==> src/rtl/mp_add_pkg.sv <==
// Shared types and defaults for the multi-precision add sequencer.
package mp_add_pkg;

    localparam int N_DEF    = 4;
    localparam int MAXW_DEF = 16;
    localparam int CW_DEF   = $clog2(MAXW_DEF + 1);

    typedef enum logic [1:0] {
        S_IDLE  = 2'd0,
        S_RUN   = 2'd1,
        S_DRAIN = 2'd2
    } state_t;

endpackage

==> src/rtl/mp_add_sequencer_if.sv <==
// Control, operand stream and result stream of the add sequencer.
interface mp_add_sequencer_if
    import mp_add_pkg::*;
#(
    parameter int N  = N_DEF,
    parameter int CW = CW_DEF
);
    logic          start;
    logic [CW-1:0] num_words;
    logic          cin_init;
    logic          busy;
    logic          in_valid;
    logic          in_ready;
    logic [N-1:0]  a_word;
    logic [N-1:0]  b_word;
    logic          out_valid;
    logic          out_ready;
    logic [N-1:0]  sum_word;
    logic          out_last;
    logic          done;
    logic          cout_final;
    logic          err;

    modport master (
        output start, num_words, cin_init,
        output in_valid, a_word, b_word, out_ready,
        input  busy, in_ready, out_valid, sum_word,
        input  out_last, done, cout_final, err
    );

    modport slave (
        input  start, num_words, cin_init,
        input  in_valid, a_word, b_word, out_ready,
        output busy, in_ready, out_valid, sum_word,
        output out_last, done, cout_final, err
    );

endinterface

==> src/rtl/mp_word_adder.sv <==
// Combinational N-bit word adder with carry in and carry out.
module mp_word_adder #(
    parameter int N = 4
) (
    input  logic [N-1:0] a,
    input  logic [N-1:0] b,
    input  logic         cin,
    output logic [N-1:0] sum,
    output logic         cout
);

    assign {cout, sum} = {1'b0, a} + {1'b0, b} + (N+1)'(cin);

endmodule

==> src/rtl/mp_add_sequencer.sv <==
// Word-serial multi-precision adder: LS word first, carry kept between words.
module mp_add_sequencer
    import mp_add_pkg::*;
#(
    parameter int N    = N_DEF,
    parameter int MAXW = MAXW_DEF,
    parameter int CW   = $clog2(MAXW + 1)
) (
    input logic              clk,
    input logic              rst_n,
    mp_add_sequencer_if.slave bus
);

    state_t        state_q, state_d;
    logic          carry_q;
    logic [CW-1:0] rem_q;
    logic [N-1:0]  sum_q;
    logic          valid_q;
    logic          last_q;
    logic          busy_q;
    logic          done_q;
    logic          cout_q;
    logic          err_q;

    logic          in_ready_c;
    logic          acc;
    logic          pop;
    logic          fin;
    logic          range_ok;
    logic          start_ok;
    logic          start_bad;
    logic          last_in;
    logic [N-1:0]  sum_c;
    logic          cout_c;

    mp_word_adder #(.N(N)) u_add (
        .a    (bus.a_word),
        .b    (bus.b_word),
        .cin  (carry_q),
        .sum  (sum_c),
        .cout (cout_c)
    );

    assign range_ok  = (bus.num_words != '0) &&
                       (bus.num_words <= CW'(MAXW));
    assign start_ok  = bus.start && (state_q == S_IDLE) && range_ok;
    assign start_bad = bus.start && !start_ok;
    assign acc       = bus.in_valid && in_ready_c;
    assign pop       = valid_q && bus.out_ready;
    assign fin       = (state_q == S_DRAIN) && pop && last_q;
    assign last_in   = (rem_q == CW'(1));

    always_comb begin
        state_d    = state_q;
        in_ready_c = 1'b0;
        unique case (state_q)
            S_IDLE: begin
                if (start_ok) state_d = S_RUN;
            end
            S_RUN: begin
                in_ready_c = !valid_q || bus.out_ready;
                if (acc && last_in) state_d = S_DRAIN;
            end
            S_DRAIN: begin
                if (fin) state_d = S_IDLE;
            end
            default: state_d = S_IDLE;
        endcase
    end

    always_ff @(posedge clk or negedge rst_n) begin
        if (!rst_n) state_q <= S_IDLE;
        else        state_q <= state_d;
    end

    always_ff @(posedge clk or negedge rst_n) begin
        if (!rst_n) begin
            carry_q <= 1'b0;
            rem_q   <= '0;
            sum_q   <= '0;
            valid_q <= 1'b0;
            last_q  <= 1'b0;
            busy_q  <= 1'b0;
            done_q  <= 1'b0;
            cout_q  <= 1'b0;
            err_q   <= 1'b0;
        end else begin
            done_q <= fin;
            err_q  <= start_bad;
            if (start_ok) begin
                carry_q <= bus.cin_init;
                rem_q   <= bus.num_words;
                busy_q  <= 1'b1;
            end
            // the new word overwrites a word popped in the same cycle
            if (acc) begin
                sum_q   <= sum_c;
                valid_q <= 1'b1;
                last_q  <= last_in;
                carry_q <= cout_c;
                rem_q   <= rem_q - CW'(1);
            end else if (pop) begin
                valid_q <= 1'b0;
                last_q  <= 1'b0;
            end
            if (fin) begin
                cout_q <= carry_q;
                busy_q <= 1'b0;
            end
        end
    end

    assign bus.busy       = busy_q;
    assign bus.in_ready   = in_ready_c;
    assign bus.out_valid  = valid_q;
    assign bus.sum_word   = sum_q;
    assign bus.out_last   = last_q;
    assign bus.done       = done_q;
    assign bus.cout_final = cout_q;
    assign bus.err        = err_q;

endmodule
==> src/flat_wrapper.sv <==
// flat-port wrapper written by rule: the top's interface ports become plain ports
module mp_add_sequencer_flat import mp_add_pkg::*;
#(
    parameter int N    = N_DEF,
    parameter int MAXW = MAXW_DEF,
    parameter int CW   = $clog2(MAXW + 1)
)
  (clk, rst_n, bus_start, bus_num_words, bus_cin_init, bus_in_valid, bus_a_word, bus_b_word, bus_out_ready, bus_busy, bus_in_ready, bus_out_valid, bus_sum_word, bus_out_last, bus_done, bus_cout_final, bus_err);
  mp_add_sequencer_if #(.N(N), .CW(CW)) bus_i ();
  input logic clk;
  input logic rst_n;
  input wire logic [$bits(bus_i.start)-1:0] bus_start;
  input wire logic [$bits(bus_i.num_words)-1:0] bus_num_words;
  input wire logic [$bits(bus_i.cin_init)-1:0] bus_cin_init;
  input wire logic [$bits(bus_i.in_valid)-1:0] bus_in_valid;
  input wire logic [$bits(bus_i.a_word)-1:0] bus_a_word;
  input wire logic [$bits(bus_i.b_word)-1:0] bus_b_word;
  input wire logic [$bits(bus_i.out_ready)-1:0] bus_out_ready;
  output wire logic [$bits(bus_i.busy)-1:0] bus_busy;
  output wire logic [$bits(bus_i.in_ready)-1:0] bus_in_ready;
  output wire logic [$bits(bus_i.out_valid)-1:0] bus_out_valid;
  output wire logic [$bits(bus_i.sum_word)-1:0] bus_sum_word;
  output wire logic [$bits(bus_i.out_last)-1:0] bus_out_last;
  output wire logic [$bits(bus_i.done)-1:0] bus_done;
  output wire logic [$bits(bus_i.cout_final)-1:0] bus_cout_final;
  output wire logic [$bits(bus_i.err)-1:0] bus_err;
  assign bus_i.start = bus_start;
  assign bus_i.num_words = bus_num_words;
  assign bus_i.cin_init = bus_cin_init;
  assign bus_i.in_valid = bus_in_valid;
  assign bus_i.a_word = bus_a_word;
  assign bus_i.b_word = bus_b_word;
  assign bus_i.out_ready = bus_out_ready;
  assign bus_busy = bus_i.busy;
  assign bus_in_ready = bus_i.in_ready;
  assign bus_out_valid = bus_i.out_valid;
  assign bus_sum_word = bus_i.sum_word;
  assign bus_out_last = bus_i.out_last;
  assign bus_done = bus_i.done;
  assign bus_cout_final = bus_i.cout_final;
  assign bus_err = bus_i.err;
  mp_add_sequencer #(.N(N), .MAXW(MAXW), .CW(CW)) u_core (.clk(clk), .rst_n(rst_n), .bus(bus_i));
endmodule
==> config.mk <==
export PLATFORM = sky130hd
export DESIGN_NAME = mp_add_sequencer_flat
export DESIGN_NICKNAME = d
export VERILOG_FILES = /design/src/rtl/mp_add_pkg.sv /design/src/rtl/mp_add_sequencer_if.sv /design/src/rtl/mp_word_adder.sv /design/src/rtl/mp_add_sequencer.sv /design/src/flat_wrapper.sv
export SDC_FILE = /design/constraint.sdc
export NUM_CORES = 1
export LEC_CHECK = 0
export CORE_ASPECT_RATIO = 1.4
export CORE_MARGIN = 3
export CORE_UTILIZATION = 41
export CTS_CLUSTER_DIAMETER = 30
export DETAILED_ROUTE_END_ITERATION = 10
export PLACE_DENSITY_LB_ADDON = 0.12
export SETUP_SLACK_MARGIN = 0.15
export SYNTH_ARGS = -nofsm -noshare
export SYNTH_HDL_FRONTEND = slang
export SYNTH_SLANG_ARGS = --single-unit
==> constraint.sdc <==
create_clock -name clk -period 2.17 [get_ports clk]
set_input_delay 0.217 -clock clk [delete_from_list [all_inputs] [get_ports clk]]
set_output_delay 0.217 -clock clk [all_outputs]
set_load 0.1 [all_outputs]
# After elaboration in Yosys (flattened, before gate mapping)
# Cells that the tools add are included.
[totals]
ff_bits = 18
inputBits = 19
output_inout_bits = 11
[op_classes]
n_eq_ne = 6
magnitude_cmp = 1
n_addsub = 3
n_reduce_logical = 18
muxes = 14
[op_table]
columns = ["op", "count"]
rows = [
  ["$mux 5", 2],
  ["$logic_and 1x1->1", 9],
  ["$mux 1", 8],
  ["$mux 2", 3],
  ["$ne 2x1->1 const B", 3],
  ["$pmux 2 s3", 1],
  ["$reduce_bool 2->1", 3],
  ["$add 4x4->5", 1],
  ["$add 5x1->5", 1],
  ["$eq 5x1->1 const B", 1],
  ["$le 5x5->1 const B", 1],
  ["$reduce_bool 5->1", 1],
  ["$sub 5x1->5 const B", 1],
  ["$reduce_and 3->1", 1],
  ["$eq 2x1->1 const B", 1],
  ["$eq 2x2->1 const B", 1],
  ["$logic_not 1->1", 2],
  ["$logic_not 2->1", 1],
  ["$logic_or 1x1->1", 1],
]

# Logic depth before layout (Yosys ltp)
[logic_depth]
word_depth = 7
mapped_depth = 6

# By module
# A second synthesis with hierarchy kept.
[unflattened]
cells_unflattened = 102
hier_area_um2 = 1051.0
[by_module_without_submodules]
columns = ["module", "seq_area_each_um2", "area_per_inst_um2", "cells_each", "n_inst"]
rows = [
  ["mp_add_sequencer", 450.4, 907.1, 86, 1],
  ["mp_word_adder", 0.0, 143.9, 16, 1],
]

# Least setup slack after synthesis
# Ideal clock, no wire load.
[synth_timing]
path_type = "register -> output"
startpoint = "reg u_core.valid_q (netlist: u_core.bus.out_valid)"
endpoint = "out bus_in_ready"
arrival_time_ns = 2.344
path_slack_ns = -0.391
path_stages_with_launch = 3
required_ns = 1.953
path_cell_list = "dfrtp_1 -> nor2b_2 -> nor2_1"
[synth_via]
elab_chain_cells = 3
[synth_lines]
columns = ["item", "line", "rtl"]
rows = [
  ["start: declaration", "mp_add_sequencer.sv:18", "logic valid_q;"],
  ["start signal: assignment", "mp_add_sequencer.sv:81", "valid_q <= 1'b0;"],
  ["start signal: assignment", "mp_add_sequencer.sv:98", "valid_q <= 1'b1;"],
  ["start signal: assignment", "mp_add_sequencer.sv:103", "valid_q <= 1'b0;"],
  ["$logic_not 1->1", "mp_add_sequencer.sv:61", "in_ready_c = !valid_q || bus.out_ready;"],
  ["$logic_or 1x1->1", "mp_add_sequencer.sv:61", ""],
  ["$mux 1", "mp_add_sequencer.sv:56", "unique case (state_q)"],
  ["end: declaration", "flat_wrapper.sv:20", "output wire logic [$bits(bus_i.in_ready)-1:0] bus_in_ready;"],
]
# No other way between the ends.

# Final worst setup path
[layout_timing]
startpoint = "in bus_b_word[0]"
endpoint = "reg u_core.carry_q"
[layout_via]
elab_chain_cells = 3
[layout_lines]
columns = ["item", "line", "rtl"]
rows = [
  ["start: declaration", "flat_wrapper.sv:17", "input wire logic [$bits(bus_i.b_word)-1:0] bus_b_word;"],
  ["$add 4x4->5", "mp_word_adder.sv:12", "assign {cout, sum} = {1'b0, a} + {1'b0, b} + (N+1)'(cin);"],
  ["$add 5x1->5", "mp_word_adder.sv:12", ""],
  ["$mux 1", "mp_add_sequencer.sv:96", "if (acc) begin"],
  ["end signal: assignment", "mp_add_sequencer.sv:91", "carry_q <= bus.cin_init;"],
  ["end signal: assignment", "mp_add_sequencer.sv:100", "carry_q <= cout_c;"],
  ["end: declaration", "mp_add_sequencer.sv:15", "logic carry_q;"],
]
# No other way between the ends.
# A chain may end at the register's enable or synchronous reset.

==> results.md <==
* Main combinational cell family by area after synthesis: simple AND/OR/NAND/NOR gates
* Min-Delay Path Class: input port to async pin
* Top-level I/O count at 30
* Pwr dens at about 1200 mW/mm^2
* Nets at 163
* FP Rows at 21
* # clock sinks at 18
* Setup CP Type: input port to flop
* Final WL at 2.12 mm
* Drt wl/cell at between 10 and 15 um
* Cells after DPL at around 170
* Syn nets at about 130
* GPL Wtd Cong at approximately 0.79
* Initial antenna violation count at 0
* Post-Synth XOR/XNOR Area at 1.67%
* CTS tree: built
* Hold-fix buffers, CTS at 0
* Final core occ at around 59%
* Area grow syn2layout at 35.8%
* Initial DRC Count at 11
* Commonest cells after routing, fill and taps aside: clkdlybuf4s50_1, dfrtp_1, inv_1, buf_4, nand2_1
* Crit path capture type: flop
* Top cells by area, synth: dfrtp_1, ha_1, inv_1, fa_1, nand2_1
* Root Driver: clkbuf_4
* Mapped Cells at slightly above 100
* Total CTS buffers at 3
* Initial core utilization at 43.4%
* Vias/cell at slightly above 5
* Die height at between 60 and 70 um
* Worst EP required at ~2.4 ns
* Cell mode on critical path: fa_1
* Post-cts resize count at 0
* Yosys reg bits at 18
* Die Area at ~0.0032 mm^2
* Worst Path Max Fanout at 2
* Synth Flop Type: dfrtp_1
* Post-synth EDFFs at 0
* Slew @ Worst Pin at about 0.48 ns
* Gr busiest metal: met2
* Setup Fix Bufs, Post-CTS at 0
* Crit path arrival time at 1.99 ns
* Vias in the first global route at 829
* Grt ovf at 0
* CTS H-Tree Depth at 1
* CP max stage cell: fa_1
* Fmax at 0.567 GHz
* Synth area leader: dfrtp_1
* Seq/Total Area, Yosys at a little over two fifths
* Finish-stage setup viols at 0
* Worst path cell trace: clkdlybuf4s50_1 -> inv_1 -> fa_1 -> fa_1 -> o21ai_0 -> a211oi_1 -> a21oi_1
* Dpl hpwl at between 1.5 and 2 mm
* Post-Synth Adder-Cell Area at around a tenth
* Status: complete, no violations
* DR pass1 iterations at 4
* IR drop worst, VDD at 844 uV
* CP peak stage delay at between 0.4 and 0.5 ns
* GRT Util Overall at 14.7%
* M3 GR Usage at 3.61%
* Worst skew pair latency at 0.29 ns
* Minimum clock period at ~1.8 ns
* Tcrit/Tclk final at between 80% and 90%
* Worst hold slack at between 0.2 and 0.25 ns
* Setup TNS at 0 ns
* CP startpoint kind: input port
* Post-route DRC at 0
* Worst-case clock buffer depth at 2
* Post-synthesis mux area share at 3.34%
* Layout cells sized above 1 at 22.8%
* Pre-CTS setup slack at between 0.08 and 0.09 ns
* ANT cells at 0
* Worst-path clk slew at roughly 0.11 ns
* Final antenna-violating net count at 0
* Leakage at ~0.67 nW
* Non-filler instance count after layout at 170
* Worst Clk Skew at 0.00241 ns
* Max_cap viols at 0
* Die width at ~49 um
* Core box area at 0.00242 mm^2
* M1 GR Usage at between 15 and 20%
* Post-route setup slack at between 0.4 and 0.5 ns
* Final Hold Viols at 0
* Yosys Warn Count at 0
* RSZ-0062 raised after global routing: false
* Post-synthesis compound-gate area fraction at approximately 15%
* Mean Syn Cell Area at 10.4 um^2
* Slew Viols, Final at 0
* Synth unique cells at 38
* Routed vias at approximately 860
* Post-Syn Area at 0.00105 mm^2
* First-pass GRT wire length at roughly 3.6 mm
* M2 GR Usage at between 20 and 30%
* I/O Buffers at 29
* Synth Area in Simple Gates at 20.8%
* Slew margin rel. at roughly two thirds
* Largest net degree at the start of global routing at 19
* Post-synth top area share at 43.0%
* Asr flop ratio synth at 100%
-- area by class of cell --
cell class,instances,area (um^2)
Fill cell,218,993
Multi-Input combinational cell,67,537
Sequential cell,18,450
Timing Repair Buffer,33,305
Inverter,14,52.6
Tap cell,34,42.5
Clock buffer,4,36.3
-- cell families after synthesis --
kind of cell    Yosys count
mux                       3
xor+xnor                  2
flops                    18
fa+ha+maj                 7
simple gates             33
compound gates           22
buf+inv                  16
-- state kept, by name, indices dropped and copies added, names as in the netlist --
register / flops
u_core.bus.busy: 1
u_core.bus.cout_final: 1
u_core.bus.done: 1
u_core.bus.err: 1
u_core.bus.out_last: 1
u_core.bus.out_valid: 1
u_core.bus.sum_word: 4
u_core.carry_q: 1
u_core.rem_q: 5
u_core.state_q: 2
-- metal layers --
layer	vias to the layer above	wire [um]
met3	2	106
met4	0	27
met1	407	915
met5	-	0
li1	430	-
met2	22	1070
-- where the power goes --
| group | switching, W | internal (W) |
|---|---|---|
| registers | 0.0000987 | 0.000440 |
| clock network | 0.000105 | 0.000102 |
| logic | 0.000626 | 0.000304 |
| total | 0.000830 | 0.000846 |
-- cells in the mapped netlist, types with 2 or more instances --
cell / instances
a211oi_1: 3
xor2_1: 2
a21oi_1: 3
a31o_2: 2
and2_1: 3
ha_1: 5
o21ai_1: 3
nand3_1: 4
nand2_1: 7
o21ai_0: 5
dfrtp_1: 18
fa_1: 2
nor3_1: 2
nor2_1: 4
o221a_2: 2
inv_1: 14
-- through the flow --
step | power, W | cell area, um^2
floorplan | 0.00124 | 1060
global placement | 0.00146 | 1390
detailed placement | 0.00148 | 1390
CTS | 0.00170 | 1420
global route | 0.00179 | 1420
finish | 0.00168 | 1420
-- worst max-delay path, delay by kind of cell --
family	cells	cell delay [ns]
buffers and inverters	2	0.50
adders and majority gates	2	0.88
AOI/OAI and AO/OA	3	0.39
-- worst paths after layout --
| kind | startpoint | endpoint | slack (ns) | cells after the start |
|---|---|---|---|---|
| min | rst_n | u_core.rem_q[0] | 0.24 | 2 |
| max | bus_b_word[0] | u_core.carry_q | 0.41 | 7 |
| min reg2reg | u_core.bus.sum_word[2] | u_core.bus.sum_word[2] | 0.50 | 2 |
| min in group clk | u_core.bus.sum_word[2] | u_core.bus.sum_word[2] | 0.50 | 2 |
| max in group asynchronous | rst_n | u_core.state_q[0] | 1.73 | 2 |
| max reg2reg | u_core.carry_q | u_core.carry_q | 0.44 | 6 |
(Power assumes the default switching activity.)
